## src/rtl/rs232_tap_rx.sv

```systemverilog
// Passive 8N1 tap receiver: 16x oversampled decoder feeding a show-ahead FIFO of {ferr, data},
// with a sticky overflow flag and a stretched line-activity indicator.
module rs232_tap_rx #(
    parameter int OVERSAMPLE_DIV  = 27,
    parameter int FIFO_LOG2       = 4,
    parameter int ACTIVITY_CYCLES = 2500000
) (
    input  logic                 CLOCK_50,
    input  logic                 RESET_N,
    input  logic                 line_in,
    output logic [7:0]           byte_data,
    output logic                 byte_ferr,
    output logic                 byte_valid,
    input  logic                 byte_ready,
    output logic [FIFO_LOG2:0]   fifo_level,
    output logic                 overflow,
    input  logic                 clear_status,
    output logic                 line_active
);
    localparam int DW    = $clog2(OVERSAMPLE_DIV);
    localparam int DEPTH = 1 << FIFO_LOG2;
    localparam int LW    = FIFO_LOG2 + 1;
    localparam int AW    = $clog2(ACTIVITY_CYCLES + 1);

    typedef enum logic [2:0] {S_IDLE, S_START, S_DATA, S_STOP, S_WAIT_IDLE} state_t;

    logic [1:0]           r_sync;
    logic                 w_rx;
    logic [DW-1:0]        r_div;
    logic                 w_tick;
    state_t               r_state, w_state_nx;
    logic [3:0]           r_tc, w_tc_nx;
    logic [2:0]           r_bi, w_bi_nx;
    logic [7:0]           r_shift, w_shift_nx;
    logic                 w_push, w_push_ferr;
    logic [8:0]           r_mem [DEPTH];
    logic [FIFO_LOG2-1:0] r_wp, r_rp;
    logic [LW-1:0]        r_level;
    logic                 r_ovf;
    logic                 w_full, w_pop, w_wr, w_drop;
    logic                 r_rx_d;
    logic [AW-1:0]        r_act;

    assign w_rx   = r_sync[1];
    assign w_tick = (r_div == DW'(OVERSAMPLE_DIV - 1));

    always_ff @(posedge CLOCK_50 or negedge RESET_N) begin
        if (!RESET_N) begin
            r_sync <= 2'b11;
            r_div  <= '0;
        end else begin
            r_sync <= {r_sync[0], line_in};
            r_div  <= w_tick ? '0 : r_div + DW'(1);
        end
    end

    always_ff @(posedge CLOCK_50 or negedge RESET_N) begin
        if (!RESET_N) begin
            r_state <= S_IDLE;
            r_tc    <= '0;
            r_bi    <= '0;
            r_shift <= '0;
        end else begin
            r_state <= w_state_nx;
            r_tc    <= w_tc_nx;
            r_bi    <= w_bi_nx;
            r_shift <= w_shift_nx;
        end
    end

    always_comb begin
        w_state_nx  = r_state;
        w_tc_nx     = r_tc;
        w_bi_nx     = r_bi;
        w_shift_nx  = r_shift;
        w_push      = 1'b0;
        w_push_ferr = 1'b0;
        if (w_tick) begin
            case (r_state)
                S_IDLE: if (!w_rx) begin
                    w_state_nx = S_START;
                    w_tc_nx    = '0;
                end
                // The detecting tick is the first start-bit tick, so mid-start lands 7 ticks in.
                S_START: if (r_tc == 4'd6) begin
                    w_state_nx = w_rx ? S_IDLE : S_DATA;
                    w_tc_nx    = '0;
                    w_bi_nx    = '0;
                end else begin
                    w_tc_nx = r_tc + 4'd1;
                end
                S_DATA: if (r_tc == 4'd15) begin
                    w_shift_nx[r_bi] = w_rx;
                    w_tc_nx          = '0;
                    w_bi_nx          = r_bi + 3'd1;
                    if (r_bi == 3'd7) w_state_nx = S_STOP;
                end else begin
                    w_tc_nx = r_tc + 4'd1;
                end
                S_STOP: if (r_tc == 4'd15) begin
                    w_push      = 1'b1;
                    w_push_ferr = ~w_rx;
                    w_tc_nx     = '0;
                    w_state_nx  = w_rx ? S_IDLE : S_WAIT_IDLE;
                end else begin
                    w_tc_nx = r_tc + 4'd1;
                end
                S_WAIT_IDLE: if (w_rx) w_state_nx = S_IDLE;
                default: w_state_nx = S_IDLE;
            endcase
        end
    end

    // A push into a full FIFO is still accepted when the head pops in the same cycle.
    assign w_full = (r_level == LW'(DEPTH));
    assign w_pop  = byte_valid & byte_ready;
    assign w_wr   = w_push & (~w_full | w_pop);
    assign w_drop = w_push & w_full & ~w_pop;

    always_ff @(posedge CLOCK_50) begin
        if (w_wr) r_mem[r_wp] <= {w_push_ferr, r_shift};
    end

    always_ff @(posedge CLOCK_50 or negedge RESET_N) begin
        if (!RESET_N) begin
            r_wp    <= '0;
            r_rp    <= '0;
            r_level <= '0;
            r_ovf   <= 1'b0;
        end else begin
            if (w_wr)  r_wp <= r_wp + FIFO_LOG2'(1);
            if (w_pop) r_rp <= r_rp + FIFO_LOG2'(1);
            case ({w_wr, w_pop})
                2'b10:   r_level <= r_level + LW'(1);
                2'b01:   r_level <= r_level - LW'(1);
                default: r_level <= r_level;
            endcase
            if (w_drop)            r_ovf <= 1'b1;
            else if (clear_status) r_ovf <= 1'b0;
        end
    end

    assign byte_valid              = (r_level != '0);
    assign {byte_ferr, byte_data}  = byte_valid ? r_mem[r_rp] : 9'd0;
    assign fifo_level              = r_level;
    assign overflow                = r_ovf;

    always_ff @(posedge CLOCK_50 or negedge RESET_N) begin
        if (!RESET_N) begin
            r_rx_d <= 1'b1;
            r_act  <= '0;
        end else begin
            r_rx_d <= w_rx;
            if (w_rx != r_rx_d)  r_act <= AW'(ACTIVITY_CYCLES - 1);
            else if (r_act != '0) r_act <= r_act - AW'(1);
        end
    end

    assign line_active = (r_act != '0);
endmodule

```

## config.mk

```make
export PLATFORM = sky130hd
export DESIGN_NAME = rs232_tap_rx
export DESIGN_NICKNAME = d
export VERILOG_FILES = /design/src/rtl/rs232_tap_rx.sv
export SDC_FILE = /design/constraint.sdc
export NUM_CORES = 1
export LEC_CHECK = 0
export ABC_AREA = 1
export CAP_MARGIN = 20
export CORE_MARGIN = 1.5
export CORE_UTILIZATION = 42
export DETAILED_ROUTE_END_ITERATION = 10
export GPL_TIMING_DRIVEN = 0
export SLEW_MARGIN = 20
export SYNTH_ARGS = -nofsm -noshare
export SYNTH_HDL_FRONTEND = slang
export SYNTH_SLANG_ARGS = --single-unit
export TNS_END_PERCENT = 20
```

## constraint.sdc

```tcl
create_clock -name CLOCK_50 -period 3.6 [get_ports CLOCK_50]
set_input_delay 0.9 -clock CLOCK_50 [delete_from_list [all_inputs] [get_ports CLOCK_50]]
set_output_delay 0.9 -clock CLOCK_50 [all_outputs]
set_load 0.01 [all_outputs]
```

==> results.toml <==
[cts]
clockRootBuffer = "clkbuf_16"
cts_buffers = 22
insertion_delay_ps = 500
cts_buffer_depth = 3
cts_num_sinks = 206
h-tree-depth = 1
clk_pin_slew_ps = 60
cts_hold_buf = 0
cts_tree = "done"

[timing]
setup_viol = 1
worst_pin_slew_ps = 1090
period_share_pct = 100
rsz0062_at_grt = "true"
drv_slew = 0
finalWorstSetupSlack_ps = -13.5
max-slew-margin-rel_pct = 27.3
hold_viol = 0
finalClockSkew_ps = 8.30
max_freq_mhz = 277
fin_crit_ps = 3610

[setup_path]
critPathArrivalTime_ps = 2710
worst_ep_required_time_ps = 2700
critPathKind = "flop to output port"
critPathLaunchType = "flop"
end_kind = "output port"
cp_max_fo = 10

[synthesis]
syn_inst = 836
synth_area_um2 = 9150
synth_cell_type_count = 48
postSynthAreaPerCell_um2 = 10.9
synth_edf_count = 144
yosysWarningCount = 0
synth-async-reset-ratio_pct = 30.1
yosysSeqAreaShare_pct = 64.2
synthesis.nets = 855
synth_seq_cells = 206
ys.flop_type = "edfxtp_1"

[power_and_ir_drop]
leakagePower_uw = 0.00426
ir_worst_vdd_mv = 0.320
power_density_nw_per_um2 = 681

[cells_and_area]
nNetsFinal = 901
finalInstanceArea_um2 = 10500
final_cell_mix = "nor2_1, edfxtp_1, o21ai_0"
layout_commonest_cell = "nor2_1"
antenna_cells = 0
drive_above_1_share_pct = 14.0
multi_input_area_um2 = 2940
regArea_um2 = 5880
area_growth_pct = 14.8
fillers = 1962

[global_route]
gr-total-overflow = 0
grt_usage_pct = 20.2
grt_antenna_before_repair = 0
grt_max_degree = 52
grt_pass1_vias = 6246
grt_pass1_wl_um = 34900

[run_status]
status = "finished, violations left"
violations = "negative setup slack"

[routing]
vias = 6279
avgRoutedWirePerCell_um = 18.6
postRouteAntennaNets = 0
dr.pass1.iters = 5
drt_first_iter_violations = 477
drc = 0
wl_um = 21900
via_per_inst = 5.35

[placed_design]
place_hpwl_um = 14300
portBuffers = 21
place.gp.congestion = 0.874
post-place-ws_ps = 191
placed_area_um2 = 9740

[floorplan]
die_x_um = 151
die_y_um = 151
io_pins = 22
start_util_pct = 43.1
design.core.area_um2 = 21200
dieArea_um2 = 22700
rows = 53

[worst_hold_path]
hold_class = "primary input to asynchronous set/reset pin"

[job]
maxCapViolations = 0
flip-flops by register name, indices dropped and copies added (netlist names), 4 cells and up:
register,count
r_shift,8
fifo_level,5
r_tc,4
r_div,5
r_act,22
r_mem,144
r_wp,4
r_rp,4
Yosys cell counts (5+ instances only):
cell type | count | share of area (%)
dfrtp_1 | 59 | 16
o22ai_1 | 15 | 1.0
a21oi_1 | 18 | 0.98
nand3_1 | 43 | 2.4
inv_1 | 52 | 2.1
clkbuf_1 | 21 | 0.86
o221ai_1 | 24 | 2.3
xnor2_1 | 5 | 0.48
nor3_1 | 11 | 0.60
o21ai_0 | 103 | 5.6
edfxtp_1 | 144 | 47
xor2_1 | 15 | 1.4
nand4_1 | 8 | 0.55
nor2_1 | 147 | 6.0
ha_1 | 14 | 1.9
nand2_1 | 82 | 3.4
nor2_2 | 7 | 0.48
inv_2 | 10 | 0.41
nand3_2 | 5 | 0.55
nand2_2 | 8 | 0.55
logic make-up after synthesis:
kind of cell,share of synthesized area [%]
simple gates,16.2
flops,64.2
compound gates,11.3
buf+inv,4.11
xor+xnor,2.27
fa+ha+maj,1.91
per-stage QoR:
| stage | utilization (%) | instances | hold slack, ps | setup TNS [ps] | power [uW] |
|---|---|---|---|---|---|
| final | 49.5 | 1173 | 252 | -13.5 | 7160 |
| after global routing | 49.5 | 1173 | 246 | -518 | 7540 |
| after global placement | 45.7 | 1132 | 346 | -34130 | 4960 |
| after detailed placement | 45.9 | 1133 | 347 | 0 | 4980 |
| after CTS | 49.4 | 1173 | 241 | -70.2 | 7170 |
| after floorplan | - | 836 | 345 | 0 | 4090 |
layout make-up:
class,count,share of cell area (%)
buffer,29,1.63
clock buffer,31,5.75
clock inverter,9,0.583
timing repair buffer,22,2.31
tap,275,3.27
multi-input combinational,535,28.0
inverter,66,2.50
sequential,206,55.9
power breakdown:
part	leakage [uW]	internal [uW]	switching (uW)
clock	0.000328	1180	906
combinational	0.00151	909	1510
sequential	0.00242	2580	77.5
total	0.00426	4660	2500
repair_timing:
action / 4_1_cts / 5_1_grt
buffers inserted: 0 / 0
pin swaps: 0 / 0
gates resized for setup: 35 / 16
endpoints found under the setup margin: 9 / 10
routing by layer:
layer	share of wire (%)	GRT usage, %
met1	44	27.8
met2	47	33.3
met3	6.1	2.88
met4	2.4	6.12
met5	0	0
worst max-delay path, cell delays in order, from the launching register on:
cell,delay (ps)
dfrtp_1,410
buf_4,220
clkbuf_4,220
o21ai_0,130
o221ai_2,270
nand3_1,150
a21oi_1,220
clkdlybuf4s50_1,580
final timing paths:
kind | start | cells after the start | to | slack (ps)
max | r_rp[1] | 7 | byte_data[5] | -10
min reg2reg | r_sync[0] | 0 | r_sync[1] | 360
max reg2reg | r_div[0] | 8 | r_mem[6][6] | 860
max in group asynchronous | RESET_N | 2 | r_rx_d | 2790
min | RESET_N | 1 | r_div[1] | 250
min in group CLOCK_50 | r_sync[0] | 0 | r_sync[1] | 360
Power figures use the tool's default switching activity.
